## src/rtl/uart_tx_if.sv

```systemverilog
// Write-side interface of the UART transmitter: byte strobe and data in,
// FIFO status out.
interface uart_tx_if #(
  parameter int DEPTH_LOG2 = 3
);
  logic                  wr_en;
  logic [7:0]            wr_data;
  logic                  full;
  logic [DEPTH_LOG2:0]   fifo_count;

  // Producer side: drives bytes, watches FIFO status.
  modport master (
    output wr_en,
    output wr_data,
    input  full,
    input  fifo_count
  );

  // Transmitter side: accepts bytes, reports FIFO status.
  modport slave (
    input  wr_en,
    input  wr_data,
    output full,
    output fifo_count
  );
endinterface

```

## src/rtl/uart_tx.sv

```systemverilog
// UART transmitter: byte FIFO feeding an 8N1 (or 8E1) serial framer.
// Back-to-back frames are sent without an idle gap while the FIFO has data.
module uart_tx #(
  parameter int DIVISOR    = 16,
  parameter bit PARITY_EN  = 1'b0,
  parameter int DEPTH_LOG2 = 3
) (
  input  logic     clk,
  input  logic     reset,
  uart_tx_if.slave wr_if,
  output logic     busy,
  output logic     txd
);

  localparam int                DEPTH     = 1 << DEPTH_LOG2;
  localparam int                CW        = DEPTH_LOG2 + 1;
  localparam logic [CW-1:0]     DEPTH_CNT = CW'(DEPTH);
  localparam logic [15:0]       BAUD_LAST = 16'(DIVISOR - 1);

  typedef enum logic [2:0] {
    IDLE,
    START,
    DATA,
    PARITY,
    STOP
  } state_e;

  state_e                  state_q, state_d;
  logic [15:0]             baud_q, baud_d;
  logic [2:0]              bit_idx_q, bit_idx_d;
  logic [7:0]              shift_q, shift_d;
  logic                    txd_q, txd_d;
  logic [DEPTH_LOG2-1:0]   wr_ptr_q, wr_ptr_d;
  logic [DEPTH_LOG2-1:0]   rd_ptr_q, rd_ptr_d;
  logic [CW-1:0]           count_q, count_d;
  logic                    full_q, full_d;
  logic [7:0]              fifo_mem [DEPTH];

  logic push;
  logic pop;
  logic bit_end;

  // Acceptance uses the registered full flag, so a same-edge pop never frees room.
  assign push    = wr_if.wr_en && !full_q;
  assign bit_end = (baud_q == BAUD_LAST);

  // Framer next-state: bit timing, state sequencing and FIFO pop decisions.
  always_comb begin
    // NOTE: every signal written here gets a default first so no path infers a latch.
    state_d   = state_q;
    baud_d    = baud_q;
    bit_idx_d = bit_idx_q;
    shift_d   = shift_q;
    pop       = 1'b0;

    if (state_q != IDLE) begin
      baud_d = bit_end ? '0 : baud_q + 16'd1;
    end

    unique case (state_q)
      IDLE: begin
        if (count_q != '0) begin
          pop     = 1'b1;
          shift_d = fifo_mem[rd_ptr_q];
          baud_d  = '0;
          state_d = START;
        end
      end
      START: begin
        if (bit_end) begin
          bit_idx_d = '0;
          state_d   = DATA;
        end
      end
      DATA: begin
        if (bit_end) begin
          bit_idx_d = bit_idx_q + 3'd1;
          if (bit_idx_q == 3'd7) begin
            state_d = PARITY_EN ? PARITY : STOP;
          end
        end
      end
      PARITY: begin
        if (bit_end) begin
          state_d = STOP;
        end
      end
      STOP: begin
        if (bit_end) begin
          if (count_q != '0) begin
            pop     = 1'b1;
            shift_d = fifo_mem[rd_ptr_q];
            state_d = START;
          end else begin
            state_d = IDLE;
          end
        end
      end
      default: state_d = IDLE;
    endcase
  end

  // Line level for the bit that begins after this edge, registered so txd never glitches.
  always_comb begin
    txd_d = 1'b1;
    unique case (state_d)
      START:   txd_d = 1'b0;
      DATA:    txd_d = shift_d[bit_idx_d];
      PARITY:  txd_d = ^shift_d;
      default: txd_d = 1'b1;
    endcase
  end

  // FIFO pointer and occupancy bookkeeping; a simultaneous push and pop cancel out.
  always_comb begin
    wr_ptr_d = push ? wr_ptr_q + DEPTH_LOG2'(1) : wr_ptr_q;
    rd_ptr_d = pop  ? rd_ptr_q + DEPTH_LOG2'(1) : rd_ptr_q;
    count_d  = count_q;
    unique case ({push, pop})
      2'b10:   count_d = count_q + CW'(1);
      2'b01:   count_d = count_q - CW'(1);
      default: count_d = count_q;
    endcase
    full_d = (count_d == DEPTH_CNT);
  end

  // State registers; reset aborts any frame and empties the FIFO.
  always_ff @(posedge clk or posedge reset) begin
    // NOTE: non-blocking assignments so every flop updates from pre-edge values.
    if (reset) begin
      state_q   <= IDLE;
      baud_q    <= '0;
      bit_idx_q <= '0;
      shift_q   <= '0;
      txd_q     <= 1'b1;
      wr_ptr_q  <= '0;
      rd_ptr_q  <= '0;
      count_q   <= '0;
      full_q    <= 1'b0;
    end else begin
      state_q   <= state_d;
      baud_q    <= baud_d;
      bit_idx_q <= bit_idx_d;
      shift_q   <= shift_d;
      txd_q     <= txd_d;
      wr_ptr_q  <= wr_ptr_d;
      rd_ptr_q  <= rd_ptr_d;
      count_q   <= count_d;
      full_q    <= full_d;
    end
  end

  // FIFO storage write port.
  always_ff @(posedge clk) begin
    // NOTE: storage is not reset; pointers and count alone decide which entries are valid.
    if (push) begin
      fifo_mem[wr_ptr_q] <= wr_if.wr_data;
    end
  end

  assign wr_if.full       = full_q;
  assign wr_if.fifo_count = count_q;
  assign busy             = (state_q != IDLE);
  assign txd              = txd_q;

endmodule

```

## src/flat_wrapper.sv

```systemverilog
// flat-port wrapper written by rule: the top's interface ports become plain ports
module uart_tx_flat 
#(
  parameter int DIVISOR    = 16,
  parameter bit PARITY_EN  = 1'b0,
  parameter int DEPTH_LOG2 = 3
)
  (clk, reset, busy, txd, wr_if_wr_en, wr_if_wr_data, wr_if_full, wr_if_fifo_count);
  uart_tx_if #(.DEPTH_LOG2(DEPTH_LOG2)) wr_if_i ();
  input  logic clk;
  input  logic reset;
  output logic busy;
  output logic txd;
  input wire logic [$bits(wr_if_i.wr_en)-1:0] wr_if_wr_en;
  input wire logic [$bits(wr_if_i.wr_data)-1:0] wr_if_wr_data;
  output wire logic [$bits(wr_if_i.full)-1:0] wr_if_full;
  output wire logic [$bits(wr_if_i.fifo_count)-1:0] wr_if_fifo_count;
  assign wr_if_i.wr_en = wr_if_wr_en;
  assign wr_if_i.wr_data = wr_if_wr_data;
  assign wr_if_full = wr_if_i.full;
  assign wr_if_fifo_count = wr_if_i.fifo_count;
  uart_tx #(.DIVISOR(DIVISOR), .PARITY_EN(PARITY_EN), .DEPTH_LOG2(DEPTH_LOG2)) u_core (.clk(clk), .reset(reset), .wr_if(wr_if_i), .busy(busy), .txd(txd));
endmodule
```

## config.mk

```make
export PLATFORM = sky130hd
export DESIGN_NAME = uart_tx_flat
export DESIGN_NICKNAME = d
export VERILOG_FILES = /design/src/rtl/uart_tx_if.sv /design/src/rtl/uart_tx.sv /design/src/flat_wrapper.sv
export SDC_FILE = /design/constraint.sdc
export NUM_CORES = 1
export LEC_CHECK = 0
export ABC_AREA = 0
export ABC_CLOCK_PERIOD_IN_PS = 4400
export CORE_ASPECT_RATIO = 1.75
export CORE_MARGIN = 4
export CORE_UTILIZATION = 55
export CTS_CLUSTER_SIZE = 8
export DETAILED_ROUTE_END_ITERATION = 12
export PLACE_DENSITY = 0.73
export SLEW_MARGIN = 20
export SYNTH_ARGS = -nofsm -noshare
export SYNTH_HDL_FRONTEND = slang
export SYNTH_SLANG_ARGS = --single-unit
export TNS_END_PERCENT = 50
```

## constraint.sdc

```tcl
create_clock -name clk -period 4.4 [get_ports clk]
set_input_delay 0.88 -clock clk [delete_from_list [all_inputs] [get_ports clk]]
set_output_delay 0.88 -clock clk [all_outputs]
set_load 0.01 [all_outputs]
```

**Word level (Yosys, flattened, before mapping)**

Memories as Yosys holds them, arrays and structs flattened.
Cells that the tools add are included.

- Eq/ne operators: 12
- Multiplexer cells: 27
- $add $sub $neg: 6
- $lt $le $gt $ge: 1
- Reduce and logical (&&, ||, !) cells: 6

Operator list:

| operator | number |
|---|---|
| $mux W16 | 4 |
| $mux W3 | 8 |
| $add A16 B1 Y16 const B | 1 |
| $eq A16 B4 Y1 const B | 1 |
| $mux W8 | 2 |
| $pmux W8 S2 | 1 |
| $pmux W3 S5 | 1 |
| $eq A3 B2 Y1 const B | 4 |
| $add A3 B1 Y3 const B | 3 |
| $pmux W4 S2 | 1 |
| $reduce_xor A8 Y1 | 1 |
| $eq A3 B1 Y1 const B | 2 |
| $eq A3 B3 Y1 const B | 2 |
| $mux W1 | 6 |
| $pmux W3 S2 | 1 |
| $add A4 B1 Y4 const B | 1 |
| $eq A4 B4 Y1 const B | 1 |
| $lt A3 B4 Y1 const B | 1 |
| $reduce_bool A4 Y1 | 1 |
| $sub A4 B1 Y4 const B | 1 |
| $bmux W1 S3 | 1 |
| $logic_not A3 Y1 | 1 |
| $pmux W1 S3 | 1 |
| $reduce_bool A3 Y1 | 1 |
| other kinds (5) | 5 |

- Register bits: 42
- Memory bits (writable): 64
- Memories kept: 1
- Input bits: 11
- Word-level logic and storage cells: 62

Memories:

| name | words | width | read ports | clocked after Yosys merged registers in | write ports | RTL line | source |
|---|---|---|---|---|---|---|---|
| u_core.fifo_mem | 8 | 8 | 1 | 0 | 1 | uart_tx.sv:37 | `logic [7:0] fifo_mem [DEPTH];` |

**Depth between registers and ports, before layout**

Gate-level depths: netlist of run 1.

- Depth in word-level cells: 7
- Mapped depth: 13

**Worst setup path after synthesis of run 1**

No wires, ideal clock.

- Path kind: flip-flop to flip-flop
- From: reg u_core.baud_q[5]
- To: reg u_core.full_q, in the netlist u_core.wr_if.full
- Library setup time: 95 ps
- Period minus slack after synthesis: 3,198 ps
- Data arrival time: 3,103 ps
- Cell stages (with the launch flop): 12
- Data required time: 4,305 ps
- Slack: 1,202 ps
- Path through: dfrtp_1 > nor4_1 > nand4_1 > a21oi_4 > clkbuf_1 > clkbuf_1 > ha_1 > a21oi_1 > a22o_1 > or4_1 > xnor2_1 > nor4b_2

- Cells in the longest elaborated chain, start to end: 6
- Elaborated cells on any way between the ends: 7

RTL lines:

| item | RTL line | source |
|---|---|---|
| start, declared | uart_tx.sv:29 | `logic [15:0] baud_q, baud_d;` |
| start signal, assigned | uart_tx.sv:142 | `baud_q <= baud_d;` |
| $eq A16 B4 Y1 * | uart_tx.sv:45 | `assign bit_end = (baud_q == BAUD_LAST);` |
| $mux W1 * | uart_tx.sv:89 | `if (bit_end) begin` |
| $pmux W1 S2 * | uart_tx.sv:60 | `unique case (state_q)` |
| $eq A2 B1 Y1 or $eq A2 B2 Y1 (tied branches) | uart_tx.sv:119 | `unique case ({push, pop})` |
| $pmux W4 S2 * | uart_tx.sv:119 |  |
| named net u_core.count_d[3] | uart_tx.sv:35 | `logic [CW-1:0] count_q, count_d;` |
| $eq A4 B4 Y1 * | uart_tx.sv:124 | `full_d = (count_d == DEPTH_CNT);` |
| named net u_core.full_d | uart_tx.sv:36 | `logic full_q, full_d;` |
| end signal, assigned | uart_tx.sv:149 | `full_q <= full_d;` |
| end, declared | uart_tx.sv:36 |  |

Mark *: on every way through the listed nets, which the timed path passes. The rest lies on a longest branch.
A chain may end at the register's enable or synchronous reset.

**Worst setup path in the final report of run 1**

- From: reg u_core.rd_ptr_q[0]
- To: reg u_core.txd_q, in the netlist u_core.txd

- Cells in the longest elaborated chain, start to end: 7
- Elaborated cells on any way between the ends: 8

RTL lines:

| item | RTL line | source |
|---|---|---|
| start, declared | uart_tx.sv:34 | `logic [DEPTH_LOG2-1:0] rd_ptr_q, rd_ptr_d;` |
| start signal, assigned | uart_tx.sv:147 | `rd_ptr_q <= rd_ptr_d;` |
| $mem_v2 Z8 W8 * | -- |  |
| $mux W8 * | uart_tx.sv:62, uart_tx.sv:90 |  |
| $mux W8 | uart_tx.sv:89 |  |
| $pmux W8 S2 * | uart_tx.sv:60 |  |
| $bmux W1 S3 | uart_tx.sv:108 | `DATA: txd_d = shift_d[bit_idx_d];` |
| $mux W1 (not written as such) | uart_tx.sv:108 |  |
| $pmux W1 S3 * | uart_tx.sv:106 | `unique case (state_d)` |
| named net u_core.txd_d | uart_tx.sv:32 | `logic txd_q, txd_d;` |
| end signal, assigned | uart_tx.sv:145 | `txd_q <= txd_d;` |
| end, declared | uart_tx.sv:32 |  |

Mark *: on every way through the listed nets, which the timed path passes. The rest lies on a longest branch. The select of a mux whose other input is x is not followed.

==> results of run 1 <==
[worst max path at each step]
stage	startpoint	to	cells past startpoint
floorplan	u_core.baud_q[5]	u_core.wr_if.full	11
global placement	wr_if_wr_en	u_core.wr_if.full	7
detailed placement	wr_if_wr_en	u_core.wr_if.full	7
global route	u_core.rd_ptr_q[0]	u_core.txd	8
CTS	u_core.rd_ptr_q[0]	u_core.txd	8
finish	u_core.rd_ptr_q[0]	u_core.txd	8
[synth_stat cells (all sizes together), types with 5 or more instances]
cell type / n / share of area (%)
or3: 6 / 0.78
inv: 6 / 0.47
ha: 8 / 2.1
mux2: 14 / 3.4
nor2: 30 / 2.4
xor2: 15 / 2.7
mux4: 18 / 8.8
o21ai: 7 / 0.73
nor3: 5 / 0.52
xnor2: 14 / 2.6
dfrtp: 41 / 21
mux2i: 9 / 1.9
edfxtp: 64 / 40
nand2: 26 / 2.1
nand3: 5 / 0.52
clkbuf: 9 / 0.71
a21oi: 10 / 1.3
buf: 5 / 0.92
[per-stage QoR]
stage | worst slack [ns] | instance area (um^2)
after detailed placement | 1.17 | 5060
after global placement | 1.27 | 5060
after CTS | 1.28 | 5360
after global routing | 1.09 | 5360
final | 1.35 | 5360
after floorplan | 1.20 | 4780
[kinds of logic after synthesis]
kind of cell / after synthesis / share of synthesized area [%]
compound gates: 30 / 4.19
simple gates: 95 / 9.63
flops: 106 / 62.2
fa+ha+maj: 8 / 2.09
buf+inv: 20 / 2.09
mux: 41 / 14.0
xor+xnor: 30 / 5.78
[where the power goes]
part | internal [mW] | switching (mW) | total, mW
Sequential | 1.29 | 0.241 | 1.53
Clock | 0.439 | 0.348 | 0.787
Combinational | 0.695 | 0.559 | 1.25
[sequential cells by signal (all words and copies together), names as in the netlist]
register and count:
u_core.baud_q 16, u_core.bit_idx_q 3, u_core.fifo_mem 64, u_core.rd_ptr_q 3, u_core.shift_q 8, u_core.state_q 3
u_core.txd 1, u_core.wr_if.fifo_count 4, u_core.wr_if.full 1, u_core.wr_ptr_q 3
[final cells by class]
class	count	area, um^2	share of cell area [%]
clock buffers	9	225	4.20
clock inverters	6	66.3	1.24
inverters	6	22.5	0.420
multi-input cells	204	1710	32.0
flip-flops and latches	106	2970	55.5
well taps	115	144	2.68
repair buffers	23	215	4.01
[cell usage in the layout, fill, tap and decap left out, drive strengths merged, types with 3 or more instances in the layout]
cell type and count:
nand2 26, a21oi 10, ha 8, mux2i 9, xor2 15, buf 6, or3 6, o21ai 7
nand3 5, clkdlybuf4s50 17, nor3 5, a22o 3, inv 7, nand2b 4, clkbuf 9, nor2 30
clkinvlp 3, dfrtp 41, mux4 18, nand4 3, nor4 4, edfxtp 64, and3 4, xnor2 14
mux2 14
[routing by layer]
layer | wire length, um | vias up | track usage, % | part of all wire (%)
met3 | 188 | 19 | 2.74 | 2.2
met4 | 267 | 0 | 10.3 | 3.2
met5 | 0 | - | 0 | 0
met2 | 4840 | 33 | 34.1 | 57
li1 | - | 1267 | - | -
met1 | 3150 | 1341 | 19.7 | 37
==> flow_summary.yaml, run 1 <==
outcome:
  status: "completed"
synth:
  synth_fp_nets: 349
  ys_seq_elements: 106
  syn_area_per_cell_um2: 14.5
  syn_area_um2: 4780
  synth_ff_type: "edfxtp_1"
  yosysWarnings: 0
  async_flop_share_pct: 39.6
  synthCells: 330
  synth.yosys.seq_area_share_pct: 62.2
  ys_types: 46
  synth-edff-count: 64
critical_path:
  worst_setup_path_end_kind: "register"
  reg2reg_to: "u_core.txd"
  crit_buf_inv: 0
  critical_path_class: "reg2reg"
  worst_r2r_startpoint: "u_core.rd_ptr_q[0]"
  rrSetupSlack_ns: 1.35
  cpPeakStageDelay_ns: 0.77
  cp-start-kind: "register"
  cpLargestDelayFamily: "multiplexers"
  cpMostUsedCell: "xnor2_1"
  crit_fanout: 13
  crit_slowest_cell: "dfrtp_1"
  cp.required_ns: 4.69
  crit_chain: "mux4_1 > mux2_2 > xnor2_1 > mux2i_1 > xnor2_1 > xnor3_1 > or3_1 > nand3_1"
  reg2reg_depth: 8
  cp.arrival_ns: 3.34
sta:
  fin_crit_ns: 3.05
  max_freq_ghz: 0.327
  setup_tns_ns: 0
  hold_viol_final: 0
  slew_headroom_pct: 39.0
  fin_skew_ns: 0.00711
  rsz0062_at_grt: "no"
  worst_hold_slack_ns: 0.517
  slew_viol_final: 0
  setup_viol: 0
  worst_pin_slew_ns: 0.912
  fin_crit_sh_pct: 69.4
clock_network:
  cts_buffers: 9
  clk_path_buf_depth: 2
  cts_tree: "built"
  cts.clk_slew.worst_paths_ns: 0.07
  cts.sinks: 106
  clock_latency_ns: 0.34
  htreeDepth: 3
  cts_hold_buf: 0
  postCtsSetupBuffers: 0
  cts.repair.resized: 0
  cts-root-buf: "clkbuf_16"
drt:
  drc: 0
  via_count: 2660
  vias_per_cell: 5.67
  wire_per_inst_um: 18.0
  drt-initial-drc-count: 124
  routed_wirelength_um: 8450
  ant_nets: 0
  first_pass_iters: 4
placement:
  hpwl_um: 5890
  dp.cells: 454
  gp_congestion: 0.804
  numPortBuffers: 17
min_path:
  hp-start: "u_core.baud_q[1]"
  hold_class: "reg2reg"
  whs_path_depth: 1
  min_to: "u_core.baud_q[1]"
grt:
  antenna_found_initial: 0
  first_global_vias: 2828
  grt_util_all_layers_pct: 18.5
  grt_remaining_overflow: 0
  grt_pass1_wl_um: 14200
  grt_max_degree: 43
run:
  maxCapViolCount: 0
cells_and_area:
  syn_to_final_growth_pct: 12.1
  final_util_pct: 64.1
  nFillCells: 642
  antenna-diode-count: 0
  nets: 369
  drive_gt1_share_pct: 15.3
  instances_no_fill: 469
floorplanning:
  io-pin-count: 18
  dieArea_um2: 10300
  start_util_pct: 57.2
  die_h_um: 131
  die-width_um: 78.5
  coreArea_um2: 8370
  fp-row-count: 44
power:
  power_density_nw_per_um2: 666
  ir_drop_mv: 0.430
  power_leakage_nw: 2.00
  p_total_mw: 3.57
Note: power is estimated with default switching activity, not from simulation.
==> run 2, diff against run 1 <==
--- a/config.mk
+++ b/config.mk
@@ -6,7 +6,7 @@
 export NUM_CORES = 1
 export LEC_CHECK = 0
 export ABC_AREA = 0
-export ABC_CLOCK_PERIOD_IN_PS = 4400
+export ABC_CLOCK_PERIOD_IN_PS = 3000
 export CORE_ASPECT_RATIO = 1.75
 export CORE_MARGIN = 4
 export CORE_UTILIZATION = 55
==> constraint.sdc (replaced) <==
create_clock -name clk -period 3 [get_ports clk]
set_input_delay 0.6 -clock clk [delete_from_list [all_inputs] [get_ports clk]]
set_output_delay 0.6 -clock clk [all_outputs]
set_load 0.01 [all_outputs]
==> flow_summary.yaml, run 2 (synthesized netlist as in run 1, its figures left out) <==
drt:
  dr_wl_met3_um: 181
  drt-initial-drc-count: 116
  vias_per_cell: 5.65
  met2_wirelength_um: 5130
  ant_nets: 0
  first_pass_iters: 6
  wire_per_inst_um: 17.8
  drc: 0
  routed_wirelength_um: 8650
  top_layer: "met4"
  via_count: 2750
  met1_length_um: 3190
clock_network:
  cts.clk_slew.worst_paths_ns: 0.07
  htreeDepth: 3
  cts-root-buf: "clkbuf_16"
  clk_path_buf_depth: 2
  cts.sinks: 106
  cts_buffers: 9
  clock_latency_ns: 0.34
  cts_tree: "built"
  cts_hold_buf: 0
sta:
  max_freq_ghz: 0.356
  setup_viol: 0
  worst_pin_slew_ns: 0.530
  slew_headroom_pct: 64.7
  fin_crit_ns: 2.81
  worst_hold_slack_ns: 0.525
  slew_viol_final: 0
  rsz0062_at_grt: "no"
  setup_tns_ns: 0
  hold_viol_final: 0
  fin_crit_sh_pct: 93.8
  fin_skew_ns: 0.00745
min_path:
  min_to: "u_core.baud_q[1]"
  hp-start: "u_core.baud_q[1]"
  hold_class: "reg2reg"
  whs_path_depth: 1
cells_and_area:
  final_cell_mix: "64 x edfxtp_1, 41 x dfrtp_1, 30 x nor2_1, 25 x nand2_1, 23 x buf_4"
  drive_gt1_share_pct: 19.1
  top_regs: "u_core.fifo_mem (64), u_core.baud_q (16), u_core.shift_q (8)"
  seq_area_um2: 2970
  nets: 386
  syn_to_final_growth_pct: 14.9
  multi_input_area_um2: 1720
  largest_register_ff_count: 64
  instances_no_fill: 487
  layout_commonest_cell: "edfxtp_1"
  antenna-diode-count: 0
  nFillCells: 646
  regMostFlops: "u_core.fifo_mem"
power:
  ir_drop_mv: 0.925
  power_leakage_nw: 2.09
  power_density_nw_per_um2: 967
critical_path:
  reg2reg_to: "u_core.txd"
  critical_path_class: "reg2reg"
  cp-start-kind: "register"
  worst_setup_path_end_kind: "register"
  cp.required_ns: 3.26
  worst_r2r_startpoint: "u_core.baud_q[5]"
  crit_fanout: 5
  rrSetupSlack_ns: 0.19
  reg2reg_depth: 10
  cp.arrival_ns: 3.07
grt:
  grt_remaining_overflow: 0
  first_global_vias: 2882
  grt_util_all_layers_pct: 18.2
  grt_max_degree: 43
  grt_pass1_wl_um: 14400
  antenna_found_initial: 0
placement:
  dp.cells: 470
  hpwl_um: 6280
  numPortBuffers: 17
  gp_congestion: 0.818
floorplanning:
  fp-row-count: 44
  dieArea_um2: 10300
  io-pin-count: 18
  coreArea_um2: 8370
  start_util_pct: 57.2
  die-width_um: 78.5
  die_h_um: 131
run:
  maxCapViolCount: 0
outcome:
  status: "completed"
-- run 2: changes by cell type in the layout (fill, tap and decap cells not counted), moves of 2 or more --
| cell | change |
|---|---|
| nor4_2 | +2 |
| buf_4 | +17 |
| nor4_1 | -2 |
| clkinvlp_4 | -2 |
-- run 2: routing by layer --
layer / vias to the layer above / track usage, %
met5: - / 0
met4: 0 / 6.03
met3: 11 / 3.56
met2: 34 / 35.0
met1: 1406 / 19.3
li1: 1299 / -
-- run 2: through the flow --
| stage | power (mW) | area [um^2] | setup slack (ns) | utilization [%] |
|---|---|---|---|---|
| after global placement | 4.16 | 5180 | 0.114 | 62.0 |
| after global routing | 5.66 | 5500 | 0.0432 | 65.7 |
| final | 5.32 | 5500 | 0.187 | 65.7 |
| after floorplan | 3.65 | 4790 | 0.0310 | - |
| after detailed placement | 4.23 | 5180 | 0.0546 | 62.0 |
| after CTS | 5.37 | 5480 | 0.0472 | 65.5 |
-- run 2: worst max-delay path: stages, from the launching register on --
cell and delay, ns:
dfrtp_1 0.43, nor4_2 0.34, nand4_1 0.27, ha_1 0.35, a31oi_1 0.16, o22a_1 0.19, mux4_2 0.49, mux2i_1 0.16
nor4_1 0.08, nor2_1 0.16, nand3_1 0.09
-- run 2: area by class of cell --
class                   instances  share of cell area (%)
clock inverters                 6                    1.16
well taps                     115                    2.62
flip-flops and latches        106                    54.1
clock buffers                  10                    4.16
repair buffers                 40                    6.24
multi-input cells             204                    31.3
inverters                       6                   0.410
-- run 2: timing repair --
action / in CTS / in global routing
gates resized for setup: 0 / 2
setup buffers: 0 / 1
setup endpoints to repair: 0 / 2
-- run 2: power breakdown --
| group | switching (mW) | total (mW) | internal [mW] |
|---|---|---|---|
| registers | 0.283 | 2.17 | 1.89 |
| logic | 0.900 | 2.01 | 1.11 |
| clock network | 0.492 | 1.14 | 0.648 |
-- run 2: worst max-delay path by stage --
stage | startpoint | endpoint | slack (ns) | depth (start not counted)
finish | u_core.baud_q[5] | u_core.txd | 0.19 | 10
floorplan | u_core.baud_q[5] | u_core.wr_if.full | 0.03 | 11
global placement | u_core.baud_q[5] | u_core.txd | 0.11 | 10
detailed placement | u_core.baud_q[5] | u_core.wr_if.full | 0.05 | 9
global route | u_core.baud_q[4] | u_core.wr_if.full | 0.04 | 9
CTS | u_core.baud_q[5] | u_core.wr_if.full | 0.05 | 9
==> run 3, diff against run 2 <==
--- a/config.mk
+++ b/config.mk
@@ -10,7 +10,7 @@
 export CORE_ASPECT_RATIO = 1.75
 export CORE_MARGIN = 4
 export CORE_UTILIZATION = 55
-export CTS_CLUSTER_SIZE = 8
+export CTS_CLUSTER_DIAMETER = 150
 export DETAILED_ROUTE_END_ITERATION = 12
 export PLACE_DENSITY = 0.73
 export SLEW_MARGIN = 20
==> results of run 3 <==
Same layout as run 2: the final DEF is identical, and so are final timing and power.
